--- src/rtl/mpc_qp_admm_fixpt.sv ---
// Fixed-point formats shared by every ADMM row engine: Q2.16 coefficients, Q16.16 x/y.
// Holds the rounding constant, saturation limits and the row FSM encoding.
package mpc_qp_admm_fixpt;

    localparam int CW        = 18;
    localparam int XW        = 32;
    localparam int COEF_FRAC = 16;
    localparam int X_FRAC    = 16;
    localparam int Y_FRAC    = 16;
    localparam int PW        = CW + XW;

    // Product carries COEF_FRAC+X_FRAC fraction bits; drop down to Y_FRAC with round-half-up.
    localparam int RES_SHIFT = COEF_FRAC + X_FRAC - Y_FRAC;
    localparam int ROUND_K   = 1 << (RES_SHIFT - 1);

    localparam logic [XW-1:0] Y_MAX = {1'b0, {(XW-1){1'b1}}};
    localparam logic [XW-1:0] Y_MIN = {1'b1, {(XW-1){1'b0}}};

    typedef enum logic [1:0] {
        ST_IDLE  = 2'd0,
        ST_RUN   = 2'd1,
        ST_DRAIN = 2'd2,
        ST_DONE  = 2'd3
    } row_state_e;

endpackage

--- src/rtl/mpc_qp_admm_row_mac.sv ---
// Registered multiply (S2) then accumulate (S3); y_sat is the rounded, saturated view of acc.
// Latency: 2 cycles from vld_in to acc update; no backpressure, every valid term is consumed.
module mpc_qp_admm_row_mac
    import mpc_qp_admm_fixpt::*;
#(
    parameter int ACCW = 55
) (
    input  logic              clk,
    input  logic              rst_n,
    input  logic              clr,
    input  logic              vld_in,
    input  logic [CW-1:0]     a,
    input  logic [XW-1:0]     b,
    output logic [ACCW-1:0]   acc_out,
    output logic [XW-1:0]     y_sat
);

    logic [PW-1:0]          r_p;
    logic                   r_p_vld;
    logic [ACCW-1:0]        r_acc;

    logic signed [PW-1:0]   w_a_ext;
    logic signed [PW-1:0]   w_b_ext;
    logic [ACCW-1:0]        w_rnd;
    logic signed [ACCW-1:0] w_shr;
    logic                   w_fit;

    assign w_a_ext = $signed({{(PW-CW){a[CW-1]}}, a});
    assign w_b_ext = $signed({{(PW-XW){b[XW-1]}}, b});

    // Operands are only captured under vld_in so idle (possibly X) ROM/RAM outputs never enter r_p.
    always_ff @(posedge clk or negedge rst_n) begin
        if (!rst_n) begin
            r_p     <= '0;
            r_p_vld <= 1'b0;
            r_acc   <= '0;
        end else begin
            r_p_vld <= vld_in;
            if (vld_in) begin
                r_p <= w_a_ext * w_b_ext;
            end
            if (clr) begin
                r_acc <= '0;
            end else if (r_p_vld) begin
                r_acc <= r_acc + {{(ACCW-PW){r_p[PW-1]}}, r_p};
            end
        end
    end

    assign w_rnd = r_acc + ACCW'(ROUND_K);
    assign w_shr = $signed(w_rnd) >>> RES_SHIFT;
    assign w_fit = (&w_shr[ACCW-1:XW-1]) | ~(|w_shr[ACCW-1:XW-1]);

    always_comb begin
        y_sat = w_shr[XW-1:0];
        if (!w_fit) begin
            y_sat = w_shr[ACCW-1] ? Y_MIN : Y_MAX;
        end
    end

    assign acc_out = r_acc;

endmodule

--- src/rtl/mpc_qp_admm_row_dot.sv ---
// One Hessian-row dot product y = sum H[r][k]*x[k], streamed from a 1-cycle ROM and x RAM.
// Latency: ap_done N+4 cycles after ap_start; back-to-back every N+5; ap_start outside IDLE/DONE is dropped.
module mpc_qp_admm_row_dot
    import mpc_qp_admm_fixpt::*;
#(
    parameter int N    = 24,
    parameter int AW   = 5,
    parameter int ACCW = CW + XW + $clog2(N)
) (
    input  logic            ap_clk,
    input  logic            ap_rst_n,
    input  logic            ap_start,
    output logic            ap_idle,
    output logic            ap_done,
    output logic            ap_ready,
    output logic [AW-1:0]   h_address0,
    output logic            h_ce0,
    input  logic [CW-1:0]   h_q0,
    output logic [AW-1:0]   x_address0,
    output logic            x_ce0,
    input  logic [XW-1:0]   x_q0,
    output logic [XW-1:0]   y
);

    localparam logic [AW-1:0] LAST_IDX = AW'(N - 1);

    row_state_e         r_state;
    row_state_e         w_next;
    logic [AW-1:0]      r_idx;
    logic [2:0]         r_vld;
    logic [XW-1:0]      r_y;

    logic               w_issue;
    logic               w_clr;
    logic               w_load_y;
    logic [XW-1:0]      w_y_sat;
    logic [ACCW-1:0]    w_acc_unused;

    always_comb begin
        w_next = r_state;
        unique case (r_state)
            ST_IDLE:  if (ap_start) w_next = ST_RUN;
            ST_RUN:   if (r_idx == LAST_IDX) w_next = ST_DRAIN;
            ST_DRAIN: if (r_vld == 3'b000) w_next = ST_DONE;
            ST_DONE:  w_next = ap_start ? ST_RUN : ST_IDLE;
            default:  w_next = ST_IDLE;
        endcase
    end

    assign w_issue  = (r_state == ST_RUN);
    assign w_clr    = (w_next == ST_RUN) && (r_state != ST_RUN);
    assign w_load_y = (r_state == ST_DRAIN) && (w_next == ST_DONE);

    // r_vld mirrors the term travelling through S1 (q valid), S2 (product) and S3 (acc update).
    always_ff @(posedge ap_clk or negedge ap_rst_n) begin
        if (!ap_rst_n) begin
            r_state <= ST_IDLE;
            r_idx   <= '0;
            r_vld   <= '0;
            r_y     <= '0;
        end else begin
            r_state <= w_next;
            r_vld   <= {r_vld[1:0], w_issue};
            if (w_issue && (r_idx != LAST_IDX)) begin
                r_idx <= r_idx + AW'(1);
            end else begin
                r_idx <= '0;
            end
            if (w_load_y) begin
                r_y <= w_y_sat;
            end
        end
    end

    mpc_qp_admm_row_mac #(
        .ACCW (ACCW)
    ) u_mac (
        .clk     (ap_clk),
        .rst_n   (ap_rst_n),
        .clr     (w_clr),
        .vld_in  (r_vld[0]),
        .a       (h_q0),
        .b       (x_q0),
        .acc_out (w_acc_unused),
        .y_sat   (w_y_sat)
    );

    assign h_address0 = r_idx;
    assign x_address0 = r_idx;
    assign h_ce0      = w_issue;
    assign x_ce0      = w_issue;
    assign ap_idle    = (r_state == ST_IDLE);
    assign ap_done    = (r_state == ST_DONE);
    assign ap_ready   = ap_done;
    assign y          = r_y;

endmodule

--- config.mk ---
export PLATFORM = sky130hd
export DESIGN_NAME = mpc_qp_admm_row_dot
export DESIGN_NICKNAME = d
export VERILOG_FILES = /design/src/rtl/mpc_qp_admm_fixpt.sv /design/src/rtl/mpc_qp_admm_row_mac.sv /design/src/rtl/mpc_qp_admm_row_dot.sv
export SDC_FILE = /design/constraint.sdc
export NUM_CORES = 2
export LEC_CHECK = 0
export BUFFER_PORTS_ARGS = -buffer_cell sky130_fd_sc_hd__buf_4
export CAP_MARGIN = 20
export CORE_UTILIZATION = 34
export DETAILED_ROUTE_END_ITERATION = 16
export HOLD_SLACK_MARGIN = 0.08
export PLACE_DENSITY = 0.5
export SETUP_SLACK_MARGIN = 0.2
export SYNTH_ARGS = -nofsm -noshare
export SYNTH_HDL_FRONTEND = slang
export SYNTH_SLANG_ARGS = --single-unit
--- constraint.sdc ---
create_clock -name ap_clk -period 3.61 [get_ports ap_clk]
set_input_delay 1.083 -clock ap_clk [delete_from_list [all_inputs] [get_ports ap_clk]]
set_output_delay 1.083 -clock ap_clk [all_outputs]
set_load 0.05 [all_outputs]
==> reports/summary.txt <==
status: complete, but fails checks
failing checks: negative setup slack
DP Wirelength: 67.1 mm
first-pass GRT wire length: 134 mm
Reg2Reg Depth: 12
Fill cells: 8562
CTS buffer count: 17
Die Width: 296 µm
Routed Antenna Nets: 0
die area: 87400 µm²
Root Buffer: clkbuf_16
Hold WS: 0.495 ns
Hold Crit Endpoint: y[8]
synthesized area per cell: 9.01 µm²
Final Hold Vio Count: 0
synth top area cells: fa_1, dfrtp_1, inv_1, ha_1, nand2_1
worst slew pin tran: 0.756 ns
critical path type: primary input to flip-flop
final period utilization: 1.83
Ant. Diodes: 0
Yosys warning total: 0
Initial DRC Count: 1103
WL/cell: 16.8 µm
Reg area: 3680 µm²
share of cells above drive strength 1: 0.222
syn_nets: 4039
Ports: 100
RR Endpoint: u_mac.acc_out[42]
Setup WS pre-CTS: -3.67 ns
synthesized flop and latch total: 147
GPL Wtd Cong: 0.902
HP Start: y[8]
Worst setup SP type: primary input
post-synth cell types: 74
CTS sink count: 147
Total GRT Usage: 0.194
final WL: 80.2 mm
RSZ-0062 raised after global routing: true
sequential element share of the synthesized area: 0.125
CTS tree: yes
Reg clk slew, reported paths: 0.07 ns
grt ovf: 0
RR Startpoint: u_mac.r_p[0]
die outline height: 296 µm
initial core utilization: 0.344
Synth top area share: 0.378
CP endpoint kind: flip-flop
area of the multi-input gates: 23600 µm²
Area Growth Syn to Fin: 24.1%
cell count after placement: 4686
Max Slew Vio Count: 0
Max FO, Critical Path: 5
Vias/cell: 4.79
CTS H-tree depth: 4
Via Count: 22800
WP data required: 3.95 ns
hold path depth: 1
count leader, synth: inv_1
Primary FF master, synth: dfrtp_1
synth cell count leaders: inv_1, fa_1, nand2_1
cell count after synthesis: 3255
post-route minimum period: 6.61 ns
Clock Latency Late Sink: 0.45 ns
Slew HR: 0.496
drt first pass iters: 4
Final setup viols: 45
crit path DAT: 6.95 ns
synthesized area: 29300 µm²
FMAX: 151 MHz
Post-synth EDFFs: 0
maxcap violations: 0
Final WS setup: -3.00 ns
vias in the first global route: 25000
Core ar.: 85300 µm²
clk buf depth: 2
Worst Clk Skew: 0.0141 ns
DRC: 0
R2R Setup Slk: 0.40 ns
initial antenna violation count: 1
row count: 107
I/O Buffers: 99
Finished Layout Cells: 4768
largest net degree at the start of global routing: 66
Setup TNS: -109.73 ns
hold buffer count at CTS: 0
asr flop ratio synth: 1.00
Nets: 4395
area leader, netlist: fa_1
Hold Crit Class: flip-flop to flip-flop
[kinds of logic after synthesis]
group / after synthesis / synth area share
xor gates and xnor gates: 119 / 0.0355
and+or+nand+nor: 960 / 0.160
AOI/OAI and AO/OA: 403 / 0.0929
adders and majority gates: 731 / 0.454
buffers and inverters: 829 / 0.108
DFF: 147 / 0.125
muxes: 66 / 0.0242
[metal layers]
metal	GRT usage	share of wire	vias up
li1	-	-	10800
met5	0	0	-
met3	0.0173	0.023	97
met4	0.0470	0.022	0
met2	0.362	0.53	295
met1	0.240	0.43	11600
[worst max path at each step]
stage               slack, ns      from             to  cells after the start
global placement        -3.62   h_q0[3]  u_mac.r_p[47]                     24
global route            -3.18  x_q0[15]  u_mac.r_p[36]                     23
detailed placement      -3.67   h_q0[3]  u_mac.r_p[47]                     24
CTS                     -2.99   x_q0[7]  u_mac.r_p[36]                     22
finish                  -3.00  x_q0[15]  u_mac.r_p[36]                     23
floorplan               -3.35  x_q0[16]  u_mac.r_p[36]                     24
[worst max-delay path, stage by stage]
cell and delay [ns]:
buf_12 0.11, buf_8 0.12, and2_4 0.15, fa_1 0.49
inv_2 0.04, fa_1 0.47, fa_2 0.56, inv_2 0.05
fa_1 0.50, fa_1 0.53, inv_2 0.04, fa_1 0.51
inv_2 0.05, ha_4 0.21, and4_1 0.17, a221o_1 0.35
a221o_1 0.34, a41oi_2 0.27, o21ai_2 0.10, a221o_1 0.34
a21oi_2 0.14, xnor2_1 0.08, mux2_4 0.25
[placed cells by master, fill, tap and decap left out, types with 34 or more instances in the layout]
cell type / Yosys / final
buf_6: 4 / 71
inv_2: 1 / 35
inv_1: 668 / 633
fa_1: 554 / 532
dfrtp_1: 147 / 144
nand2_1: 414 / 403
xnor2_1: 86 / 77
a21o_1: 55 / 55
a21oi_1: 110 / 85
nor2_1: 133 / 128
a221o_1: 34 / 34
and2_1: 227 / 199
ha_1: 177 / 140
buf_4: 7 / 381
nand3_1: 47 / 46
o21ai_0: 56 / 39
[per-stage QoR]
stage	instance area, µm²	utilization
finish	36400	0.427
global route	36400	0.427
CTS	35900	0.421
detailed placement	34100	0.400
global placement	34100	0.400
floorplan	30100	-
[state kept, by name, summed over array words and instances, names as in the netlist]
name / cells
u_mac.r_p: 50
r_vld: 3
u_mac.acc_out: 55
r_state: 2
y: 32
h_address0: 5
[layout make-up]
class | count | area share
clock buffer | 18 | 0.0118
tap | 1144 | 0.0393
sequential | 147 | 0.101
inverter | 670 | 0.0693
timing repair buffer | 496 | 0.125
multi-input combinational | 2279 | 0.650
clock inverter | 14 | 0.00378
[what timing repair did]
action	in CTS	in global routing
pin swaps	84	48
resized for setup	223	70
gates cloned	2	3
setup buffers	33	12
setup endpoints to repair	48	51
Power is not shown: default switching activity piles up to over one toggle a cycle in this logic, so the estimate is an artifact.
